## src/rtl/bless_traffic_gen.sv

```systemverilog
// Flit source/sink for one BLESS router local port: emits header+data packets with a
// saturating wait age on the header, and checks ejected packets against the same payload rule.
module bless_traffic_gen #(
  parameter int              CW      = 28,
  parameter int              DW      = 128,
  parameter int              DEST_W  = 4,
  parameter int              AGE_W   = 8,
  parameter int              MY_ID   = 0,
  parameter logic [DW-1:0]   PATTERN = 128'h0123456789abcdef0123456789abcdef
) (
  input  logic              clk,
  input  logic              rst,
  input  logic              start,
  input  logic [15:0]       num_pkts,
  input  logic [DEST_W-1:0] dest,
  input  logic [7:0]        gap,
  input  logic              mode,
  input  logic              inj_ready,
  output logic [CW-1:0]     inj_co,
  output logic [DW-1:0]     inj_do,
  input  logic [CW-1:0]     ej_ci,
  input  logic [DW-1:0]     ej_di,
  output logic              busy,
  output logic              done,
  output logic [15:0]       sent_cnt,
  output logic [15:0]       recv_cnt,
  output logic              err
);

  localparam int SEQ_W = CW - 1 - AGE_W - DEST_W;

  typedef enum logic [2:0] {S_IDLE, S_HEAD, S_DATA, S_GAP, S_DONE} state_t;

  function automatic logic [DW-1:0] f_payload(input logic [SEQ_W-1:0] seq, input logic m);
    logic [DW-1:0] w_rep;
    w_rep = '0;
    for (int i = 0; i < DW / 16; i++) w_rep[i*16 +: 16] = 16'(seq);
    return m ? PATTERN : w_rep;
  endfunction

  state_t            r_state, w_state_nx;
  logic [15:0]       r_left, w_left_nx;
  logic [DEST_W-1:0] r_dest, w_dest_nx;
  logic [7:0]        r_gap, w_gap_nx;
  logic [7:0]        r_gap_cnt, w_gap_cnt_nx;
  logic              r_mode, w_mode_nx;
  logic [AGE_W-1:0]  r_age, w_age_nx;
  logic [15:0]       r_sent, w_sent_nx;
  logic [CW-1:0]     r_inj_co, w_co_nx;
  logic [DW-1:0]     r_inj_do, w_do_nx;
  logic              r_busy, r_done, w_done_nx;

  logic              r_chk_pend;
  logic [SEQ_W-1:0]  r_chk_seq;
  logic [15:0]       r_recv;
  logic              r_err;

  // Every output is computed for the state being entered, so the registers show it
  // in the same cycle the FSM is in that state.
  always_comb begin
    // NOTE: every variable gets a default before the case so no path infers a latch.
    w_state_nx   = r_state;
    w_left_nx    = r_left;
    w_dest_nx    = r_dest;
    w_gap_nx     = r_gap;
    w_gap_cnt_nx = r_gap_cnt;
    w_mode_nx    = r_mode;
    w_age_nx     = r_age;
    w_sent_nx    = r_sent;
    w_co_nx      = '0;
    w_do_nx      = '0;
    w_done_nx    = 1'b0;
    case (r_state)
      S_IDLE: if (start) begin
        w_left_nx = num_pkts;
        w_dest_nx = dest;
        w_gap_nx  = gap;
        w_mode_nx = mode;
        w_age_nx  = '0;
        if (num_pkts != 16'd0) w_state_nx = S_HEAD;
        else                   w_done_nx  = 1'b1;
      end
      S_HEAD: if (inj_ready) begin
        w_sent_nx  = r_sent + 16'd1;
        w_left_nx  = r_left - 16'd1;
        w_do_nx    = f_payload(r_sent[SEQ_W-1:0], r_mode);
        w_state_nx = S_DATA;
      end else if (r_age != '1) begin
        w_age_nx = r_age + 1'b1;
      end
      S_DATA: begin
        w_age_nx = '0;
        if (r_left == 16'd0) begin
          w_state_nx = S_DONE;
          w_done_nx  = 1'b1;
        end else if (r_gap != 8'd0) begin
          w_state_nx   = S_GAP;
          w_gap_cnt_nx = r_gap - 8'd1;
        end else begin
          w_state_nx = S_HEAD;
        end
      end
      S_GAP: begin
        if (r_gap_cnt == 8'd0) w_state_nx   = S_HEAD;
        else                   w_gap_cnt_nx = r_gap_cnt - 8'd1;
      end
      S_DONE:  w_state_nx = S_IDLE;
      default: w_state_nx = S_IDLE;
    endcase
    // r_sent already reflects the previous acceptance when a new header is presented.
    if (w_state_nx == S_HEAD) w_co_nx = {1'b1, w_age_nx, r_sent[SEQ_W-1:0], w_dest_nx};
  end

  always_ff @(posedge clk) begin
    // NOTE: the sync reset clears every register, run parameters included, so a
    // mid-run reset leaves no stale configuration behind.
    if (rst) begin
      r_state   <= S_IDLE;
      r_left    <= '0;
      r_dest    <= '0;
      r_gap     <= '0;
      r_gap_cnt <= '0;
      r_mode    <= 1'b0;
      r_age     <= '0;
      r_sent    <= '0;
      r_inj_co  <= '0;
      r_inj_do  <= '0;
      r_busy    <= 1'b0;
      r_done    <= 1'b0;
    end else begin
      // NOTE: non-blocking assignments so all registers update from pre-edge values.
      r_state   <= w_state_nx;
      r_left    <= w_left_nx;
      r_dest    <= w_dest_nx;
      r_gap     <= w_gap_nx;
      r_gap_cnt <= w_gap_cnt_nx;
      r_mode    <= w_mode_nx;
      r_age     <= w_age_nx;
      r_sent    <= w_sent_nx;
      r_inj_co  <= w_co_nx;
      r_inj_do  <= w_do_nx;
      r_busy    <= (w_state_nx != S_IDLE);
      r_done    <= w_done_nx;
    end
  end

  // Ejection checker: header latched on one edge, its data word compared on the next.
  always_ff @(posedge clk) begin
    if (rst) begin
      r_chk_pend <= 1'b0;
      r_chk_seq  <= '0;
      r_recv     <= '0;
      r_err      <= 1'b0;
    end else begin
      if (r_chk_pend) begin
        r_recv <= r_recv + 16'd1;
        if (ej_di != f_payload(r_chk_seq, r_mode)) r_err <= 1'b1;
      end
      r_chk_pend <= ej_ci[CW-1];
      if (ej_ci[CW-1]) begin
        r_chk_seq <= ej_ci[DEST_W +: SEQ_W];
        if (ej_ci[DEST_W-1:0] != DEST_W'(MY_ID)) r_err <= 1'b1;
      end
    end
  end

  logic w_unused_age;
  assign w_unused_age = ^ej_ci[CW-2 -: AGE_W];

  assign inj_co   = r_inj_co;
  assign inj_do   = r_inj_do;
  assign busy     = r_busy;
  assign done     = r_done;
  assign sent_cnt = r_sent;
  assign recv_cnt = r_recv;
  assign err      = r_err;

endmodule

```

## config.mk

```make
export PLATFORM = sky130hd
export DESIGN_NAME = bless_traffic_gen
export DESIGN_NICKNAME = d
export VERILOG_FILES = /design/src/rtl/bless_traffic_gen.sv
export SDC_FILE = /design/constraint.sdc
export NUM_CORES = 1
export LEC_CHECK = 0
export CAP_MARGIN = 40
export CORE_AREA = 10 10 124 239
export CTS_CLUSTER_SIZE = 14
export DETAILED_ROUTE_END_ITERATION = 10
export DIE_AREA = 0 0 134 249
export GPL_TIMING_DRIVEN = 0
export HOLD_SLACK_MARGIN = 0.06
export PLACE_DENSITY_LB_ADDON = 0.2
export SLEW_MARGIN = 10
export SYNTH_ARGS = -nofsm -noshare
export SYNTH_HDL_FRONTEND = slang
export SYNTH_SLANG_ARGS = --single-unit
```

## constraint.sdc

```tcl
create_clock -name clk -period 3.19 [get_ports clk]
set_input_delay 0.4785 -clock clk [delete_from_list [all_inputs] [get_ports clk]]
set_output_delay 0.4785 -clock clk [all_outputs]
set_load 0.1 [all_outputs]
```

==> results of run 1 <==
## cell usage in the layout (no fill, tap or decap), drive strengths merged, types with 13 or more instances in the layout
master	count
nand3	21
nor3	29
o21ai	52
mux2i	26
a21oi	62
buf	308
o22ai	17
nor4	28
dfxtp	150
and2	18
clkdlybuf4s50	366
xnor2	19
or3	13
inv	42
clkbuf	71
o21a	17
a211oi	17
nand4	15
xor2	31
nor2	131
a31oi	21
and3	36
nand2	95
## layout make-up
class | count | area share
multi-input combinational | 781 | 0.268
buffer | 170 | 0.0605
tap | 340 | 0.0242
timing repair buffer | 558 | 0.435
inverter | 32 | 0.00684
sequential | 150 | 0.171
clock buffer | 17 | 0.0242
clock inverter | 15 | 0.00891
antenna | 4 | 0.000570
## logic make-up (layout without fill, tap and decap cells)
kind of cell,after synthesis,count (layout),synth area share
flops,150,150,0.339
xor+xnor,50,50,0.0494
simple gates,435,435,0.249
other cells,1,8,0.000423
buf+inv,202,792,0.132
compound gates,260,260,0.193
fa+ha+maj,6,6,0.00846
mux,26,26,0.0293
## critical path, cell delays in order (launching register included)
cell and delay, ps:
dfxtp_1 350, clkbuf_1 590, clkbuf_2 450, a21oi_1 120
o21ai_0 180, a21oi_1 130, a2111oi_1 650, and4_1 360
a311oi_1 170
## sequential cells by signal, summed over array words and instances (netlist names)
register	cells
r_age	8
done	1
inj_do	23
inj_co	28
r_chk_pend	1
r_state	3
busy	1
r_gap	8
recv_cnt	16
sent_cnt	16
r_dest	4
r_gap_cnt	8
err	1
r_chk_seq	15
r_left	16
r_mode	1
## worst min-delay path by stage
stage	start	to	slack, ps	depth (start not counted)
after floorplan	r_gap[7]$_SDFFE_PP0P_	r_gap[7]$_SDFFE_PP0P_	440	2
after global placement	r_gap[7]$_SDFFE_PP0P_	r_gap[7]$_SDFFE_PP0P_	460	2
after detailed placement	r_gap[7]$_SDFFE_PP0P_	r_gap[7]$_SDFFE_PP0P_	460	2
after CTS	r_gap[7]$_SDFFE_PP0P_	r_gap[7]$_SDFFE_PP0P_	480	2
after global routing	r_gap[7]$_SDFFE_PP0P_	r_gap[7]$_SDFFE_PP0P_	520	2
final	r_gap[7]$_SDFFE_PP0P_	r_gap[7]$_SDFFE_PP0P_	480	2
## timing repair
item / CTS / global route
gates resized for setup: 8 / 7
setup endpoints to repair: 22 / 3
gates cloned: 0 / 0
pin swaps: 0 / 0
hold endpoints to repair: 0 / 0
## metal layers
metal,vias to the layer above,GRT usage
li1,5108,-
met1,5417,0.276
met2,744,0.595
met3,244,0.0702
met4,2,0.251
met5,-,0
## power by group through the flow
stage | Combinational [mW] | Clock (mW) | Sequential (mW)
5_1_grt | 1.66 | 2.15 | 2.05
4_1_cts | 1.54 | 2.07 | 2.04
6_report | 1.57 | 2.06 | 2.04
3_5_place_dp | 1.53 | 0 | 2.08
2_1_floorplan | 0.717 | 0 | 2.16
3_3_place_gp | 1.39 | 0 | 2.08
## stage by stage
step	instance area (µm²)	util	hold WS [ps]	TNS (ps)
6_report	17600	0.684	484	0
5_1_grt	17600	0.684	521	-17.0
4_1_cts	17500	0.684	479	0
3_5_place_dp	16900	0.661	465	-2900
3_3_place_gp	13000	0.506	463	-13910
2_1_floorplan	8880	-	444	0
==> results.ini, run 1 <==
[synthesis]
ys_ff_latch = 150
synth_top_area_frac = 0.339
ys_seq_area_frac = 0.339
netlist_area_mm2 = 0.00887
synthTopCellsByArea = dfxtp_1, buf_4, nor2_1
synthCells = 1130
synthFlopType = dfxtp_1
synth_cell_types = 74
postSynthAreaPerCell_um2 = 7.85
synth_common_cells = dfxtp_1, nor2_1, buf_4, nand2_1, a21oi_1
synth_largest_area_cell = dfxtp_1
yosysMostFrequentCell = dfxtp_1
synth_edf_count = 0
async_reset_ff_frac = 0
yosys_warnings = 0

[clock_tree]
cts_hold_buf = 0
cts_root_buf = clkbuf_16
cts_buffers = 17
cts.sinks = 150
h-tree-depth = 4
cts.path.max_buffers = 2
clk_pin_slew_ps = 80
cts_tree = built
cts_setup_buffers = 0
clk_latency_ps = 450

[setup_path]
worstSetupStartpointType = register
worstRegToRegCells = 8
crit_type = reg2reg
crit_path_end_kind = register
timing.rr.start = r_chk_seq[7]$_SDFFE_PP0P_
cp_data_required_time_ps = 3490
startpoint = r_chk_seq[7]$_SDFFE_PP0P_
critPathMaxFanout = 10
rrSetupSlack_ps = 40
arrival_ps = 3450
reg2reg_to = err$_SDFF_PP0_
crit_path_end = err$_SDFF_PP0_

[timing]
slew_viol_final = 0
tightest_slew_ps = 767
setup_viol = 0
fin_crit_ps = 3150
fin_skew_ps = 11.3
hold_violations = 0
finalWorstSetupSlack_ps = 39.6
max_slew_margin = 0.489
period_share = 0.988
fmax_ghz = 0.317

[routing]
wl_per_cell_um = 26.5
route.detailed.drc = 0
drt-total-wl_um = 54700
ant_nets = 0
highest_layer = met5
wl_met2_um = 29200
vias_per_cell = 5.57
met1Wirelength_um = 16900
drt-initial-drc-count = 982
route.met3.wl_um = 3660
vias = 11500
dr.pass1.iters = 7

[layout]
register_area_mm2 = 0.00300
stdcell_count = 2067
multi_input_area_mm2 = 0.00471
drive_above_1_share = 0.207
nFillCells = 1849
syn2layout_area_growth_pct = 97.9
fin_nets = 1905

[grt]
grt_pass1_vias = 12200
grt_max_degree = 17
grt_antenna_before_repair = 4
grt_overflow = 0
grt_use_total = 0.316
grt_pass1_wl_um = 78800

[floorplan]
core_mm2 = 0.0257
core.rowCount = 83
ios = 380
die_y_um = 249
start_util = 0.346
dieArea_mm2 = 0.0334
die_w_um = 134

[placement]
dp.cells = 2031
finalWeightedCongestion = 1.02
hpwl_um = 44000
numPortBuffers = 366
pre_cts_ws_ps = -747

[power]
ir_worst_vdd_mv = 0.430
power_mw = 5.67
comb_power_share = 0.277
p_sw_mw = 1.97
pwr-share-seq = 0.360
clock_power_share = 0.363
power_density_mw_per_mm2 = 323
p_sw_frac = 0.348
p_leak_nw = 7.02
p_int_mw = 3.70

[status]
status = complete, no violations

[min_path]
hold_class = reg2reg

[run]
max_cap_viol_count = 0

Power figures use the tool's default switching activity.
==> inputs of run 2 (changes only) <==
- CORE_AREA: 10 10 124 239 -> 10 10 113 217
- DIE_AREA: 0 0 134 249 -> 0 0 123 227
==> results.ini, run 2 <==
[status]
status = did not finish
lastStage = global routing
stop_error = [ERROR GRT-0116] Global routing finished with congestion. Check the congestion regions in the DRC Viewer.

[synthesis]
yosysMostFrequentCell = dfxtp_1
async_reset_ff_frac = 0
synth_edf_count = 0
synthCells = 1130
ys_ff_latch = 150
netlist_area_mm2 = 0.00887
synth_cell_types = 74
yosys_warnings = 0
ys_seq_area_frac = 0.339
postSynthAreaPerCell_um2 = 7.85
synthTopCellsByArea = dfxtp_1, buf_4, nor2_1
synth_top_area_frac = 0.339
synth_common_cells = dfxtp_1, nor2_1, buf_4, nand2_1, a21oi_1
synth_largest_area_cell = dfxtp_1
synthFlopType = dfxtp_1

[floorplan]
ios = 380
die_w_um = 123
die_y_um = 227
core.rowCount = 75
start_util = 0.424

[grt]
grt_use_total = 0.569
grt_pass1_wl_um = 115000
grt_pass1_vias = 15600
grt_overflow = 3
grt_max_degree = 17

[clock_tree]
cts.sinks = 150
cts_root_buf = clkbuf_16
cts.path.max_buffers = 2
cts_setup_buffers = 0
cts_buffers = 17
h-tree-depth = 4

[placement]
finalWeightedCongestion = 1.01
dpl_cell_area_mm2 = 0.0169
numPortBuffers = 366
hpwl_um = 54900

[run 2: cell counts after synthesis]
No cell type changed its count.
[run 2: stage by stage]
stage / worst slack, ps / TNS (ps) / utilization / hold slack, ps / instances
after CTS: 101 / 0 / 0.836 / 480 / 1990
after detailed placement: -501 / -5180 / 0.807 / 470 / 1959
after global placement: -698 / -9790 / 0.615 / 467 / 1768
after floorplan: 739 / 0 / - / 444 / 1133
[run 2: logic make-up after synthesis]
family | after synthesis | synth area share
AO/OA/AOI/OAI | 260 | 0.193
XOR/XNOR | 50 | 0.0494
adder cells (fa/ha/maj) | 6 | 0.00846
buffers and inverters | 202 | 0.132
flip-flops | 150 | 0.339
multiplexers | 26 | 0.0293
other | 1 | 0.000423
AND/OR/NAND/NOR | 435 | 0.249
[run 2: metal layers]
layer / overflow / global-route usage
met4: 1 / 0.609
met1: 0 / 0.506
met2: 2 / 0.831
met5: 0 / 0.0358
met3: 0 / 0.341
[run 2: what timing repair did]
item / in CTS
gates resized for setup: 10
hold buffers: 0
gates cloned: 0
setup endpoints to repair: 27
==> inputs of run 3 (changes only) <==
- CORE_AREA: 10 10 113 217 -> 10 10 186 188
- CTS_CLUSTER_SIZE: 14 -> default
- DIE_AREA: 0 0 123 227 -> 0 0 196 198
- HOLD_SLACK_MARGIN: 0.06 -> default
- PLACE_DENSITY_LB_ADDON: 0.2 -> 0.15
==> results.ini, run 3 (synthesis results as in run 1) <==
[setup_path]
crit_buf_inv = 3
max_stage_delay_ps = 680
arrival_ps = 3470
critPathMaxFanout = 10
cp_data_required_time_ps = 3450
crit_type = reg2reg
crit_slowest_cell = nor4_1
crit_path_end_kind = register
worstPathCellList = clkbuf_2 > clkbuf_1 > clkbuf_2 > a311oi_1 > nor4_1 > and4_1 > a311oi_1
crit_family = buffers and inverters
worstSetupStartpointType = register

[clock_tree]
cts_buffers = 17
cts_tree = built
cts.path.max_buffers = 2
h-tree-depth = 4
clk_pin_slew_ps = 70
clk_latency_ps = 430
cts_root_buf = clkbuf_16
cts.sinks = 150
cts_hold_buf = 0

[placement]
finalWeightedCongestion = 0.979
dp.cells = 2090
pre_cts_ws_ps = -909
hpwl_um = 39500
numPortBuffers = 366
dpl_cell_area_mm2 = 0.0168

[floorplan]
die_w_um = 196
start_util = 0.285
core_mm2 = 0.0311
dieArea_mm2 = 0.0388
core.rowCount = 65
die_y_um = 198
ios = 380

[grt]
grt_util_met2 = 0.429
use_met1 = 0.265
grt_max_degree = 17
grt_antenna_before_repair = 10
grt_pass1_vias = 10900
grt_overflow = 0
grt_use_total = 0.234
use_met3 = 0.0443
grt.busiest_layer = met2
grt_pass1_wl_um = 69500

[timing]
fin_skew_ps = 18.7
rsz0062_at_grt = false
tightest_slew_ps = 843
hold_violations = 0
fin_crit_ps = 3210
slew_viol_final = 0
setup_viol = 1
finalWorstSetupSlack_ps = -20.1
max_slew_margin = 0.438
period_share = 1.01
fmax_ghz = 0.312
whs_ps = 482

[routing]
wl_per_cell_um = 22.2
drt-total-wl_um = 47400
vias_per_cell = 5.04
dr.pass1.iters = 5
drt-initial-drc-count = 788
vias = 10700
route.detailed.drc = 0
ant_nets = 0

[status]
status = finished, violations left
violations = setup timing

[layout]
final_common_cell = clkdlybuf4s50_1
syn2layout_area_growth_pct = 96.7
largest_reg_flops = 28
final_cell_mix = clkdlybuf4s50_1, dfxtp_1, nor2_1
design_area_mm2 = 0.0174
stdcell_count = 2132
drive_above_1_share = 0.203
fin_nets = 1902

[min_path]
hold_class = reg2reg

[run]
max_cap_viol_count = 0

[power]
p_leak_nw = 6.93
power_mw = 5.55
power_density_mw_per_mm2 = 318
ir_worst_vdd_mv = 0.376

run 3: area by class of cell:
cell class	instances	area, µm²
Clock inverter	12	129
Buffer	170	1060
Inverter	32	120
Clock buffer	20	447
Fill cell	2644	13600
Sequential cell	150	3000
Timing Repair Buffer	555	7430
Multi-Input combinational cell	781	4730
Antenna cell	10	25.0
Tap cell	402	503
run 3: timing repair:
item,in CTS,in global routing
pin swaps,0,0
gates resized for setup,5,5
setup endpoints to repair,21,30
setup buffers,0,0
run 3: metal layers:
metal | wire (µm) | vias up | part of all wire
met2 | 24800 | 462 | 0.52
li1 | - | 5100 | -
met1 | 18500 | 5116 | 0.39
met5 | 0 | - | 0
met4 | 1150 | 0 | 0.024
met3 | 2920 | 68 | 0.062
run 3: where the power goes:
group / leakage (nW) / switching (mW) / internal [mW]
Sequential: 1.22 / 0.0763 / 1.96
Combinational: 5.43 / 0.893 / 0.617
Clock: 0.276 / 0.831 / 1.17
run 3: path summary, 6_finish.rpt:
kind | slack [ps] | startpoint | cells after the start | end
worst max-delay path | -20 | r_mode$_SDFFE_PP0P_ | 7 | err$_SDFF_PP0_
worst min-delay path | 480 | r_gap[7]$_SDFFE_PP0P_ | 2 | r_gap[7]$_SDFFE_PP0P_
worst max register to register | -20 | r_mode$_SDFFE_PP0P_ | 7 | err$_SDFF_PP0_
worst min register to register | 480 | r_gap[7]$_SDFFE_PP0P_ | 2 | r_gap[7]$_SDFFE_PP0P_
run 3: tightest hold or removal path, delay by kind of cell (launching register included):
family	cells	cell delay, ps
flops	1	330
simple gates	1	60
compound gates	1	50
run 3: through the flow:
step | TNS (ps) | util
global placement | -26220 | 0.420
global route | 0 | 0.561
detailed placement | -4580 | 0.541
floorplan | 0 | -
finish | -20.1 | 0.561
CTS | 0 | 0.560
